### config.mk
export PLATFORM = sky130hd
export DESIGN_NAME = param_universal_shift_register_flat
export DESIGN_NICKNAME = d
export VERILOG_FILES = /design/src/rtl/param_universal_shift_register_if.sv /design/src/rtl/param_universal_shift_register.sv /design/src/flat_wrapper.sv
export SDC_FILE = /design/constraint.sdc
export NUM_CORES = 1
export LEC_CHECK = 0
export BUFFER_PORTS_ARGS = -buffer_cell sky130_fd_sc_hd__buf_2
export CORE_UTILIZATION = 25
export CTS_CLUSTER_SIZE = 20
export DETAILED_ROUTE_END_ITERATION = 10
export SETUP_SLACK_MARGIN = 0.5
export SLEW_MARGIN = 10
export SYNTH_ARGS = -nofsm -noshare
export SYNTH_HDL_FRONTEND = slang
export SYNTH_SLANG_ARGS = --single-unit
export TNS_END_PERCENT = 5
### constraint.sdc
create_clock -name clock -period 1.2 [get_ports clock]
set_input_delay 0.24 -clock clock [delete_from_list [all_inputs] [get_ports clock]]
set_output_delay 0.24 -clock clock [all_outputs]
set_load 0.01 [all_outputs]
### src/rtl/param_universal_shift_register_if.sv
// Command/status bundle for param_universal_shift_register.
// master: command source (drives cmd_valid/control/operands/fill bits, observes outputs).
// slave : the shift register itself.
//   cmd_valid      command strobe, accepted only while busy==0
//   control[2:0]   operation select
//   shift_dir      multi-step direction (0 right, 1 left)
//   shift_amount   multi-step count, CNT_W bits
//   data_load      parallel load value
//   serial_in_msb  fill bit for right shifts
//   serial_in_lsb  fill bit for left shifts
//   out_final      register contents
//   serial_out_lsb out_final[0]
//   serial_out_msb out_final[WIDTH-1]
//   busy           multi-step operation in progress
//   done           one-cycle completion pulse
interface param_universal_shift_register_if #(
  parameter int WIDTH = 8
);
  localparam int CNT_W = $clog2(WIDTH) + 1;

  logic             cmd_valid;
  logic [2:0]       control;
  logic             shift_dir;
  logic [CNT_W-1:0] shift_amount;
  logic [WIDTH-1:0] data_load;
  logic             serial_in_msb;
  logic             serial_in_lsb;
  logic [WIDTH-1:0] out_final;
  logic             serial_out_lsb;
  logic             serial_out_msb;
  logic             busy;
  logic             done;

  modport master (
    output cmd_valid, control, shift_dir, shift_amount, data_load,
           serial_in_msb, serial_in_lsb,
    input  out_final, serial_out_lsb, serial_out_msb, busy, done
  );

  modport slave (
    input  cmd_valid, control, shift_dir, shift_amount, data_load,
           serial_in_msb, serial_in_lsb,
    output out_final, serial_out_lsb, serial_out_msb, busy, done
  );
endinterface

### src/rtl/param_universal_shift_register.sv
// WIDTH-bit universal shift register: retain, load, SRL, SLL, ROR, ROL, ASR in one
// cycle, plus a multi-cycle shift-by-N engine (op 111) with busy/done handshake.
// Ports:
//   clock    rising-edge clock
//   reset_n  asynchronous active-low reset (aborts any multi-step operation)
//   bus      command/status bundle (slave side), see param_universal_shift_register_if
module param_universal_shift_register #(
  parameter int               WIDTH       = 8,
  parameter logic [WIDTH-1:0] RESET_VALUE = '0
) (
  input  logic                                  clock,
  input  logic                                  reset_n,
  param_universal_shift_register_if.slave       bus
);

  localparam int               CNT_W  = $clog2(WIDTH) + 1;
  localparam logic [CNT_W-1:0] LP_MAX = CNT_W'(WIDTH);
  localparam logic [CNT_W-1:0] LP_ONE = CNT_W'(1);

  typedef enum logic {
    IDLE,
    SHIFTING
  } state_e;

  state_e           r_state;
  logic [WIDTH-1:0] r_data;
  logic [CNT_W-1:0] r_count;
  logic             r_dir;
  logic             r_busy;
  logic             r_done;

  state_e           w_state_nxt;
  logic [WIDTH-1:0] w_data_nxt;
  logic [CNT_W-1:0] w_count_nxt;
  logic             w_dir_nxt;
  logic             w_busy_nxt;
  logic             w_done_nxt;

  logic [CNT_W-1:0] w_amt;
  logic [WIDTH-1:0] w_srl;
  logic [WIDTH-1:0] w_sll;
  logic [WIDTH-1:0] w_ror;
  logic [WIDTH-1:0] w_rol;
  logic [WIDTH-1:0] w_asr;
  logic [WIDTH-1:0] w_multi;

  // Requested count saturates at WIDTH: further steps would only push in more fill.
  assign w_amt = (bus.shift_amount > LP_MAX) ? LP_MAX : bus.shift_amount;

  assign w_srl = {bus.serial_in_msb, r_data[WIDTH-1:1]};
  assign w_sll = {r_data[WIDTH-2:0], bus.serial_in_lsb};
  assign w_ror = {r_data[0], r_data[WIDTH-1:1]};
  assign w_rol = {r_data[WIDTH-2:0], r_data[WIDTH-1]};
  assign w_asr = {r_data[WIDTH-1], r_data[WIDTH-1:1]};

  // Multi-step uses the direction latched at accept but the fill bit seen live.
  assign w_multi = r_dir ? w_sll : w_srl;

  always_comb begin
    w_state_nxt = r_state;
    w_data_nxt  = r_data;
    w_count_nxt = r_count;
    w_dir_nxt   = r_dir;
    w_busy_nxt  = 1'b0;
    w_done_nxt  = 1'b0;

    case (r_state)
      IDLE: begin
        if (bus.cmd_valid) begin
          w_done_nxt = 1'b1;
          case (bus.control)
            3'b000: w_data_nxt = r_data;
            3'b001: w_data_nxt = bus.data_load;
            3'b010: w_data_nxt = w_srl;
            3'b011: w_data_nxt = w_sll;
            3'b100: w_data_nxt = w_ror;
            3'b101: w_data_nxt = w_rol;
            3'b110: w_data_nxt = w_asr;
            3'b111: begin
              if (w_amt != '0) begin
                w_done_nxt  = 1'b0;
                w_busy_nxt  = 1'b1;
                w_count_nxt = w_amt;
                w_dir_nxt   = bus.shift_dir;
                w_state_nxt = SHIFTING;
              end
            end
          endcase
        end
      end

      SHIFTING: begin
        w_data_nxt = w_multi;
        if (r_count == LP_ONE) begin
          w_count_nxt = '0;
          w_done_nxt  = 1'b1;
          w_state_nxt = IDLE;
        end else begin
          w_count_nxt = r_count - LP_ONE;
          w_busy_nxt  = 1'b1;
        end
      end

      default: w_state_nxt = IDLE;
    endcase
  end

  always_ff @(posedge clock or negedge reset_n) begin
    if (!reset_n) begin
      r_state <= IDLE;
      r_data  <= RESET_VALUE;
      r_count <= '0;
      r_dir   <= 1'b0;
      r_busy  <= 1'b0;
      r_done  <= 1'b0;
    end else begin
      r_state <= w_state_nxt;
      r_data  <= w_data_nxt;
      r_count <= w_count_nxt;
      r_dir   <= w_dir_nxt;
      r_busy  <= w_busy_nxt;
      r_done  <= w_done_nxt;
    end
  end

  assign bus.out_final      = r_data;
  assign bus.serial_out_lsb = r_data[0];
  assign bus.serial_out_msb = r_data[WIDTH-1];
  assign bus.busy           = r_busy;
  assign bus.done           = r_done;

endmodule
### src/flat_wrapper.sv
// flat-port wrapper written by rule: the top's interface ports become plain ports
module param_universal_shift_register_flat 
#(
  parameter int               WIDTH       = 8,
  parameter logic [WIDTH-1:0] RESET_VALUE = '0
)
  (clock, reset_n, bus_cmd_valid, bus_control, bus_shift_dir, bus_shift_amount, bus_data_load, bus_serial_in_msb, bus_serial_in_lsb, bus_out_final, bus_serial_out_lsb, bus_serial_out_msb, bus_busy, bus_done);
  param_universal_shift_register_if #(.WIDTH(WIDTH)) bus_i ();
  input  logic clock;
  input  logic reset_n;
  input wire logic [$bits(bus_i.cmd_valid)-1:0] bus_cmd_valid;
  input wire logic [$bits(bus_i.control)-1:0] bus_control;
  input wire logic [$bits(bus_i.shift_dir)-1:0] bus_shift_dir;
  input wire logic [$bits(bus_i.shift_amount)-1:0] bus_shift_amount;
  input wire logic [$bits(bus_i.data_load)-1:0] bus_data_load;
  input wire logic [$bits(bus_i.serial_in_msb)-1:0] bus_serial_in_msb;
  input wire logic [$bits(bus_i.serial_in_lsb)-1:0] bus_serial_in_lsb;
  output wire logic [$bits(bus_i.out_final)-1:0] bus_out_final;
  output wire logic [$bits(bus_i.serial_out_lsb)-1:0] bus_serial_out_lsb;
  output wire logic [$bits(bus_i.serial_out_msb)-1:0] bus_serial_out_msb;
  output wire logic [$bits(bus_i.busy)-1:0] bus_busy;
  output wire logic [$bits(bus_i.done)-1:0] bus_done;
  assign bus_i.cmd_valid = bus_cmd_valid;
  assign bus_i.control = bus_control;
  assign bus_i.shift_dir = bus_shift_dir;
  assign bus_i.shift_amount = bus_shift_amount;
  assign bus_i.data_load = bus_data_load;
  assign bus_i.serial_in_msb = bus_serial_in_msb;
  assign bus_i.serial_in_lsb = bus_serial_in_lsb;
  assign bus_out_final = bus_i.out_final;
  assign bus_serial_out_lsb = bus_i.serial_out_lsb;
  assign bus_serial_out_msb = bus_i.serial_out_msb;
  assign bus_busy = bus_i.busy;
  assign bus_done = bus_i.done;
  param_universal_shift_register #(.WIDTH(WIDTH), .RESET_VALUE(RESET_VALUE)) u_core (.clock(clock), .reset_n(reset_n), .bus(bus_i));
endmodule
# [After elaboration in Yosys (flattened, before gate mapping)]
# Index checks and enable logic that the tools add are counted.
[op_classes] n_lt_le_gt_ge=1 n_bitwise=1 n_eq_ne=14 n_addsub=1 muxes=20 reduce_logical=5
[op_table] operator="8-bit case mux with 6 select lines" count=1
[op_table] operator="4-bit two-way mux" count=5
[op_table] operator="8-bit two-way mux" count=2
[op_table] operator="8-bit case mux with 2 select lines" count=1
[op_table] operator="3-bit == test (second input constant)" count=4
[op_table] operator="1-bit two-way mux" count=8
[op_table] operator="4-bit case mux with 2 select lines" count=1
[op_table] operator="7-bit inequality test (second input constant)" count=1
[op_table] operator="3-bit by 2-bit == test with 1-bit output (second input constant)" count=2
[op_table] operator="2-bit inequality test (second input constant)" count=3
[op_table] operator="6-bit inequality test (second input constant)" count=1
[op_table] operator="3-bit AND reduction" count=2
[op_table] operator="4-bit by 1-bit == test with 1-bit output (second input constant)" count=1
[op_table] operator="4-bit greater-than comparator (second input constant)" count=1
[op_table] operator="1-bit case mux with 2 select lines" count=2
[op_table] operator="4-bit AND reduction" count=1
[op_table] operator="4-bit nonzero test" count=1
[op_table] operator="4-bit by 1-bit subtractor with 4-bit output (second input constant)" count=1
[op_table] operator="3-bit by 1-bit == test with 1-bit output (second input constant)" count=1
[op_table] operator="2-bit by 1-bit inequality test with 1-bit output (second input constant)" count=1
[op_table] operator="2-bit AND reduction" count=1
[op_table] operator="1-bit inverter" count=1
[word_totals] ff_bits=15 input_bits=21 wordCells=48

# [Logic depth before layout (Yosys ltp)]
# Gate-level depths: netlist of run 1.
[logic_depth] ltp_word=7 mapped_depth=7 ltp_nobuf=5

# [Worst setup path before layout of run 1]
# OpenSTA, ideal clock, no wires.
[synth_timing] path_type="register -> register" start="register u_core.r_state" end="register u_core.r_data[1], in the netlist u_core.bus.out_final[1]" synth_period_minus_slack_ns=1.386 slack_ns=-0.186 stages_incl_launch_ff=6 arrival_time_ns=1.304 cell_sequence="dfrtp_1 -> buf_6 -> inv_1 -> clkbuf_1 -> o221ai_1 -> a31oi_1"
[synth_via] elab_chain_cells=3 elab_cells_between_ends=5 classes_between="2 x eq/ne; 1 x mux; 1 x bitwise; 1 x reduce/logical"
[synth_rtl] item="from (decl)" line_no="param_universal_shift_register.sv:25" source="state_e r_state;"
[synth_rtl] item="from (signal assigned)" line_no="param_universal_shift_register.sv:117" source="r_state <= w_state_nxt;"
[synth_rtl] item="1-bit inverter" line_no="param_universal_shift_register.sv:67" source="case (r_state)"
[synth_rtl] item="7-bit inequality test (no source line) or 2-bit inequality test (tied branches)"
[synth_rtl] item="2-bit AND reduction (no source line)"
[synth_rtl] item="to (signal assigned)" line_no="param_universal_shift_register.sv:118" source="r_data <= w_data_nxt;"
[synth_rtl] item="to (decl)" line_no="param_universal_shift_register.sv:26" source="logic [WIDTH-1:0] r_data;"
# Parallel ways exist; a longest one is shown, timed or not.
# A chain may end at the register's enable or synchronous reset.

# [Worst setup path in the final report of run 1]
[layout_timing] start="input port bus_shift_amount[0]" end="register u_core.r_dir"
[layout_via] elab_chain_cells=4
[layout_rtl] item="from (decl)" line_no="flat_wrapper.sv:14" source="input wire logic [$bits(bus_i.shift_amount)-1:0] bus_shift_amount;"
[layout_rtl] item="4-bit greater-than comparator" line_no="param_universal_shift_register.sv:48" source="assign w_amt = (bus.shift_amount > LP_MAX) ? LP_MAX : bus.shift_amount;"
[layout_rtl] item="4-bit two-way mux *" line_no="param_universal_shift_register.sv:48"
[layout_rtl] item="4-bit nonzero test *" line_no="param_universal_shift_register.sv:80" source="if (w_amt != '0) begin"
[layout_rtl] item="4-bit AND reduction (no source line) *"
[layout_rtl] item="to (signal assigned)" line_no="param_universal_shift_register.sv:120" source="r_dir <= w_dir_nxt;"
[layout_rtl] item="to (decl)" line_no="param_universal_shift_register.sv:28" source="logic r_dir;"
# Mark *: on every way between the ends. The rest lies on a longest branch, timed or not.

==> metrics.yaml, run 1 <==
cp-startpoint: "bus_shift_amount[0]"
hold-worst-slack_ns: -0.101
fin_worst_skew_ns: 0.00326
fill_cells: 472
tritoncts: "built"
multi_input_comb_area_um2: 754
synth_top_area_share_pct: 31.5
drc_errors: 0
synth_cells: 145
start_util_pct: 26.6
synth_largest_area_cell: "dfrtp_1"
period_minus_slack_ns: 1.19
cts-root-buf: "clkbuf_8"
syn-num-nets: 168
place.gp.congestion: 0.861
layout.cells.non_filler: 251
yosys.area_share.adder_pct: 2.10
dp_hpwl_um: 2660
ys_seq_area_share_pct: 31.5
status: "finished with violations"
path_depth: 5
cts_buffer_depth: 2
overflow: 0
critPathLaunchType: "primary input"
num_vias: 1277
peakVddDrop_mv: 0.931
ant_nets: 0
cpLargestDelayFamily: "simple AND/OR/NAND/NOR gates"
min_period_over_period_pct: 98.9
placed_cell_area_um2: 1560
pre_cts_ws_ns: -0.264
synth_compound_area_share_pct: 26.5
crit_type: "primary input to flip-flop"
diodes: 0
clk_latency_ns: 0.25
dp.cells: 243
grt_pass1_vias: 1163
r2r-start: "u_core.r_count[0]$_DFFE_PN0P_"
area_growth_syn_to_layout_pct: 44.2
fin_ws_ns: 0.0131
grtUsageTotal_pct: 14.7
rrSetupSlack_ns: 0.03
setup_violations: 0
synthXorXnorAreaFrac_pct: 0
drive_gt1_share_pct: 47.2
met3_length_um: 147
syn_avg_cell_area_um2: 8.21
tightest_slew_ns: 0.395
final_max_slew_viol_count: 0
p_leak_nw: 0.740
via_per_inst: 5.09
grt_max_degree: 16
routed-wl-met2_um: 1760
synth_cell_types: 37
nets: 223
coreArea_um2: 4470
path_cells: "buf_6, or4_4, nand3_4, nor2_2, mux2_4"
critPathArrivalTime_ns: 1.33
wl_per_cell_um: 14.8
yosys-top-cells-area: "dfrtp_1 32%, a21oi_1 7.1%, mux2_2 6.6%"
synth_top_family_by_area: "compound AO/OA/AOI/OAI gates"
final_common_cell: "buf_2"
die_area_um2: 5040
hold_path.class: "primary input to asynchronous set/reset pin"
die_h_um: 71.0
drt_iter0_drc: 30
cp_slowest_cell: "or4_4"
synth_mux_area_share_pct: 8.72
cp_num_buf_inv: 1
ys_ff_latch: 15
rsz0062_at_grt: "true"
ys_warn_count: 0
synth-simple-area-share_pct: 21.6
grt_first_pass_wirelength_um: 5750
synth_area_um2: 1190
pwr_density_cell_nw_per_um2: 2150
critPathCaptureType: "flip-flop"
design_area_um2: 1720
seq_area_um2: 378
max-slew-margin-rel_pct: 73.7
violations: "negative hold slack"
io_buffers: 32
cp.required_ns: 1.34
wirelength_um: 3710
fp.dieW_um: 71.0
fmax_ghz: 0.843
crit_fanout: 4
crit_path_max_incr_delay_ns: 0.57
clock_sinks: 15
top_layer_used: "met4"
endpoint: "u_core.r_dir$_DFFE_PN0P_"
htree_levels: 1
rows: 24
firstDrtPassIters: 6
clk_pin_slew_worst_paths_ns: 0.07
cap_violations: 0
cts-buffers-inserted: 3
antenna_found_initial: 0
ios: 33
hold_viol: 15
r2r_end: "u_core.r_count[2]$_DFFE_PN0P_"
mostFrequentLayoutCells: "28 x buf_2, 27 x buf_4, 16 x nor2_1"
reg2reg_depth: 5
wl_met1_um: 1780
==> area by class of cell <==
type                       count  share of cell area (%)
timing repair buffer          64                    26.4
tap                           52                    3.79
multi-input combinational    110                    43.9
clock buffer                   4                    2.62
inverter                       6                    1.31
sequential                    15                    22.0
==> metal layers <==
layer | vias to the layer above | global-route usage [%]
met3 | 4 | 2.99
met4 | 0 | 2.67
li1 | 645 | -
met5 | - | 0
met1 | 603 | 19.3
met2 | 25 | 25.1
==> metrics by stage <==
| step | utilization (%) | power (mW) | setup TNS [ns] | hold WS, ns |
|---|---|---|---|---|
| floorplan | - | 2.23 | -0.812 | -0.0556 |
| global placement | 34.8 | 2.89 | -2.51 | 0.179 |
| detailed placement | 34.8 | 2.93 | -2.64 | 0.185 |
| CTS | 36.6 | 3.50 | 0 | -0.0928 |
| global route | 38.4 | 3.98 | -0.0870 | -0.0829 |
| finish | 38.4 | 3.69 | 0 | -0.101 |
==> synthesized netlist by cell type, drive strengths merged <==
cell type	n
nand2	9
inv	6
nor3b	3
o221ai	6
mux2	8
buf	12
nand3	5
o2111ai	1
or3	3
dfrtp	15
a31oi	10
mux2i	1
ha	2
nor2	23
a21o	1
a32oi	1
clkbuf	2
o21ai	8
o22ai	1
and3	1
o31ai	1
nor4b	1
a221o	1
or4	1
o211ai	2
nor3	2
nand4	1
nand2b	1
a21oi	17
==> worst reg2reg max path, cell delays in order, from the launching register on <==
cell     delay (ns)
dfrtp_1        0.45
inv_1          0.09
ha_1           0.17
nor2_1         0.06
o21ai_0        0.17
o21ai_0        0.10
==> how the worst min path moves through the flow <==
stage / start / slack, ns / depth (start not counted) / endpoint
floorplan: reset_n / -0.06 / 0 / u_core.bus.done$_DFF_PN0_
global placement: reset_n / 0.18 / 1 / u_core.bus.done$_DFF_PN0_
detailed placement: reset_n / 0.18 / 1 / u_core.bus.done$_DFF_PN0_
CTS: reset_n / -0.09 / 1 / u_core.bus.out_final[7]$_DFFE_PN0P_
global route: reset_n / -0.08 / 1 / u_core.bus.out_final[7]$_DFFE_PN0P_
finish: reset_n / -0.10 / 1 / u_core.bus.done$_DFF_PN0_
==> logic make-up (layout without fill, tap and decap cells) <==
logic type      Yosys count  after routing
flops                    15             15
fa+ha+maj                 2              2
simple gates             50             50
mux                       9              9
compound gates           49             49
buf+inv                  20             74
==> power by group <==
part           internal (mW)  switching (mW)  leakage (nW)
Clock                  0.236           0.202        0.0228
Sequential             0.752           0.321         0.175
Combinational           1.15            1.02         0.543
Total                   2.14            1.55         0.740
==> timing repair <==
item | in CTS | in global routing
setup buffers | 1 | 3
endpoints found under the setup margin | 27 | 27
hold endpoints to repair | 15 | 15
pin swaps | 1 | 6
resized for setup | 8 | 16
==> registers in the layout, indices dropped and copies added, names as in the netlist <==
| register | flops |
|---|---|
| u_core.bus.out_final | 8 |
| u_core.r_count | 4 |
| u_core.bus.done | 1 |
| u_core.r_dir | 1 |
| u_core.r_state | 1 |
Power figures use the tool's default switching activity.
==> run 2, diff against run 1 <==
--- a/config.mk
+++ b/config.mk
@@ -9,7 +9,6 @@
 export CORE_UTILIZATION = 25
 export CTS_CLUSTER_SIZE = 20
 export DETAILED_ROUTE_END_ITERATION = 10
-export SETUP_SLACK_MARGIN = 0.5
 export SLEW_MARGIN = 10
 export SYNTH_ARGS = -nofsm -noshare
 export SYNTH_HDL_FRONTEND = slang
==> constraint.sdc (replaced) <==
create_clock -name clock -period 1.16 [get_ports clock]
set_input_delay 0.232 -clock clock [delete_from_list [all_inputs] [get_ports clock]]
set_output_delay 0.232 -clock clock [all_outputs]
set_load 0.01 [all_outputs]
==> metrics.yaml, run 2 (synthesis gave the netlist of run 1 again) <==
design_area_um2: 1770
clock_sinks: 15
period_minus_slack_ns: 1.20
cap_violations: 0
clk_pin_slew_worst_paths_ns: 0.06
grt_first_pass_wirelength_um: 5870
critPathLaunchType: "primary input"
p_total_mw: 3.83
cts-root-buf: "clkbuf_8"
nets: 225
die_area_um2: 5040
coreArea_um2: 4470
met3_length_um: 120
fin_worst_skew_ns: 0.00120
layout.cells.non_filler: 253
die_h_um: 71.0
crit_type: "primary input to flip-flop"
routed-wl-met2_um: 1740
p_sw_share_pct: 41.4
critPathCaptureType: "flip-flop"
switchingPower_mw: 1.58
clkPwrFrac_pct: 11.7
antenna_found_initial: 0
dp_hpwl_um: 2660
via_per_inst: 5.06
p_seq_share_pct: 29.9
largest_reg_flops: 8
pwr-share-comb_pct: 58.4
mostFrequentLayoutCells: "29 x buf_4, 25 x buf_2, 17 x nor2_1"
cp.required_ns: 1.30
peakVddDrop_mv: 0.996
seq_area_um2: 380
io_buffers: 32
htree_levels: 1
num_vias: 1281
drc_errors: 0
wl_per_cell_um: 14.4
placed_cell_area_um2: 1590
crit_fanout: 3
grtUsageTotal_pct: 14.9
p_leak_nw: 0.752
hold_viol: 0
final_max_slew_viol_count: 0
fin_ws_ns: -0.0352
ant_nets: 0
dp.cells: 247
rsz0062_at_grt: "true"
place.gp.congestion: 0.872
ios: 33
grt_max_degree: 16
wirelength_um: 3640
grt_pass1_vias: 1204
fill_cells: 457
cts-buffers-inserted: 3
firstDrtPassIters: 6
p_int_mw: 2.24
multi_input_comb_area_um2: 764
wl_met1_um: 1770
hold_path.class: "primary input to flip-flop"
max-slew-margin-rel_pct: 74.6
diodes: 0
critPathArrivalTime_ns: 1.33
tightest_slew_ns: 0.381
cts_buffer_depth: 2
drt_iter0_drc: 31
fp.dieW_um: 71.0
overflow: 0
area_growth_syn_to_layout_pct: 48.2
fmax_ghz: 0.837
pwr_density_cell_nw_per_um2: 2170
drive_gt1_share_pct: 47.8
min_period_over_period_pct: 103
final_common_cell: "buf_4"
status: "finished with violations"
top_layer_used: "met4"
clk_latency_ns: 0.25
rows: 24
violations: "negative setup slack"
tritoncts: "built"
start_util_pct: 26.6
setup_violations: 4
run 2: cell count changes in the layout (fill, tap and decap cells not counted), sizes merged:
cell / before / now
buf: 64 / 65
dlygate4sd3: 0 / 1
run 2: critical path: stages:
cell	delay, ns
buf_6	0.09
or4_4	0.57
nand3_4	0.10
nor2_4	0.04
mux2_4	0.29
run 2: cell type report:
type / count / share of cell area (%)
clock buffers: 4 / 2.55
inverters: 6 / 1.42
multi-input cells: 110 / 43.3
flip-flops and latches: 15 / 21.5
well taps: 52 / 3.69
repair buffers: 66 / 27.5
run 2: power groups by stage:
stage | Combinational (mW) | Clock, mW | Sequential (mW)
after floorplan | 1.22 | 0 | 1.09
after global placement | 1.97 | 0 | 1.11
after detailed placement | 1.99 | 0 | 1.12
after CTS | 2.16 | 0.466 | 1.12
after global routing | 2.45 | 0.487 | 1.19
final | 2.23 | 0.449 | 1.14
run 2: routing by layer:
layer,GRT usage (%),vias to the layer above
met5,0,-
met2,25.0,24
li1,-,642
met4,2.67,0
met1,19.8,613
met3,3.56,2
run 2: through the flow:
step	util, %	hold WS [ns]	setup slack, ns	setup TNS (ns)
2_1_floorplan	-	-0.0636	-0.145	-1.18
3_3_place_gp	35.4	0.171	-0.277	-2.96
3_5_place_dp	35.4	0.172	-0.304	-3.04
4_1_cts	38.1	0.209	-0.0331	-0.0994
5_1_grt	39.5	0.208	-0.0582	-0.429
6_report	39.5	0.216	-0.0352	-0.0766
run 2: what timing repair did:
action	4_1_cts	5_1_grt
buffers inserted	1	0
pin swaps	2	10
cloned	0	0
gates resized for setup	14	14
setup endpoints to repair	16	19
hold buffers	1	0
hold endpoints to repair	15	0
run 2: final timing paths:
path                            depth (start not counted)                          start  slack, ns                             endpoint
worst max-delay path                                    5            bus_shift_amount[2]      -0.04             u_core.r_dir$_DFFE_PN0P_
worst min-delay path                                    2                  bus_shift_dir       0.22             u_core.r_dir$_DFFE_PN0P_
worst max register to register                          3       u_core.r_state$_DFF_PN0_       0.01  u_core.bus.out_final[7]$_DFFE_PN0P_
worst min register to register                          2  u_core.r_count[3]$_DFFE_PN0P_       0.56        u_core.r_count[3]$_DFFE_PN0P_
max in group asynchronous                               2                        reset_n       0.44  u_core.bus.out_final[2]$_DFFE_PN0P_
min in group asynchronous                               2                        reset_n       0.43        u_core.r_count[2]$_DFFE_PN0P_
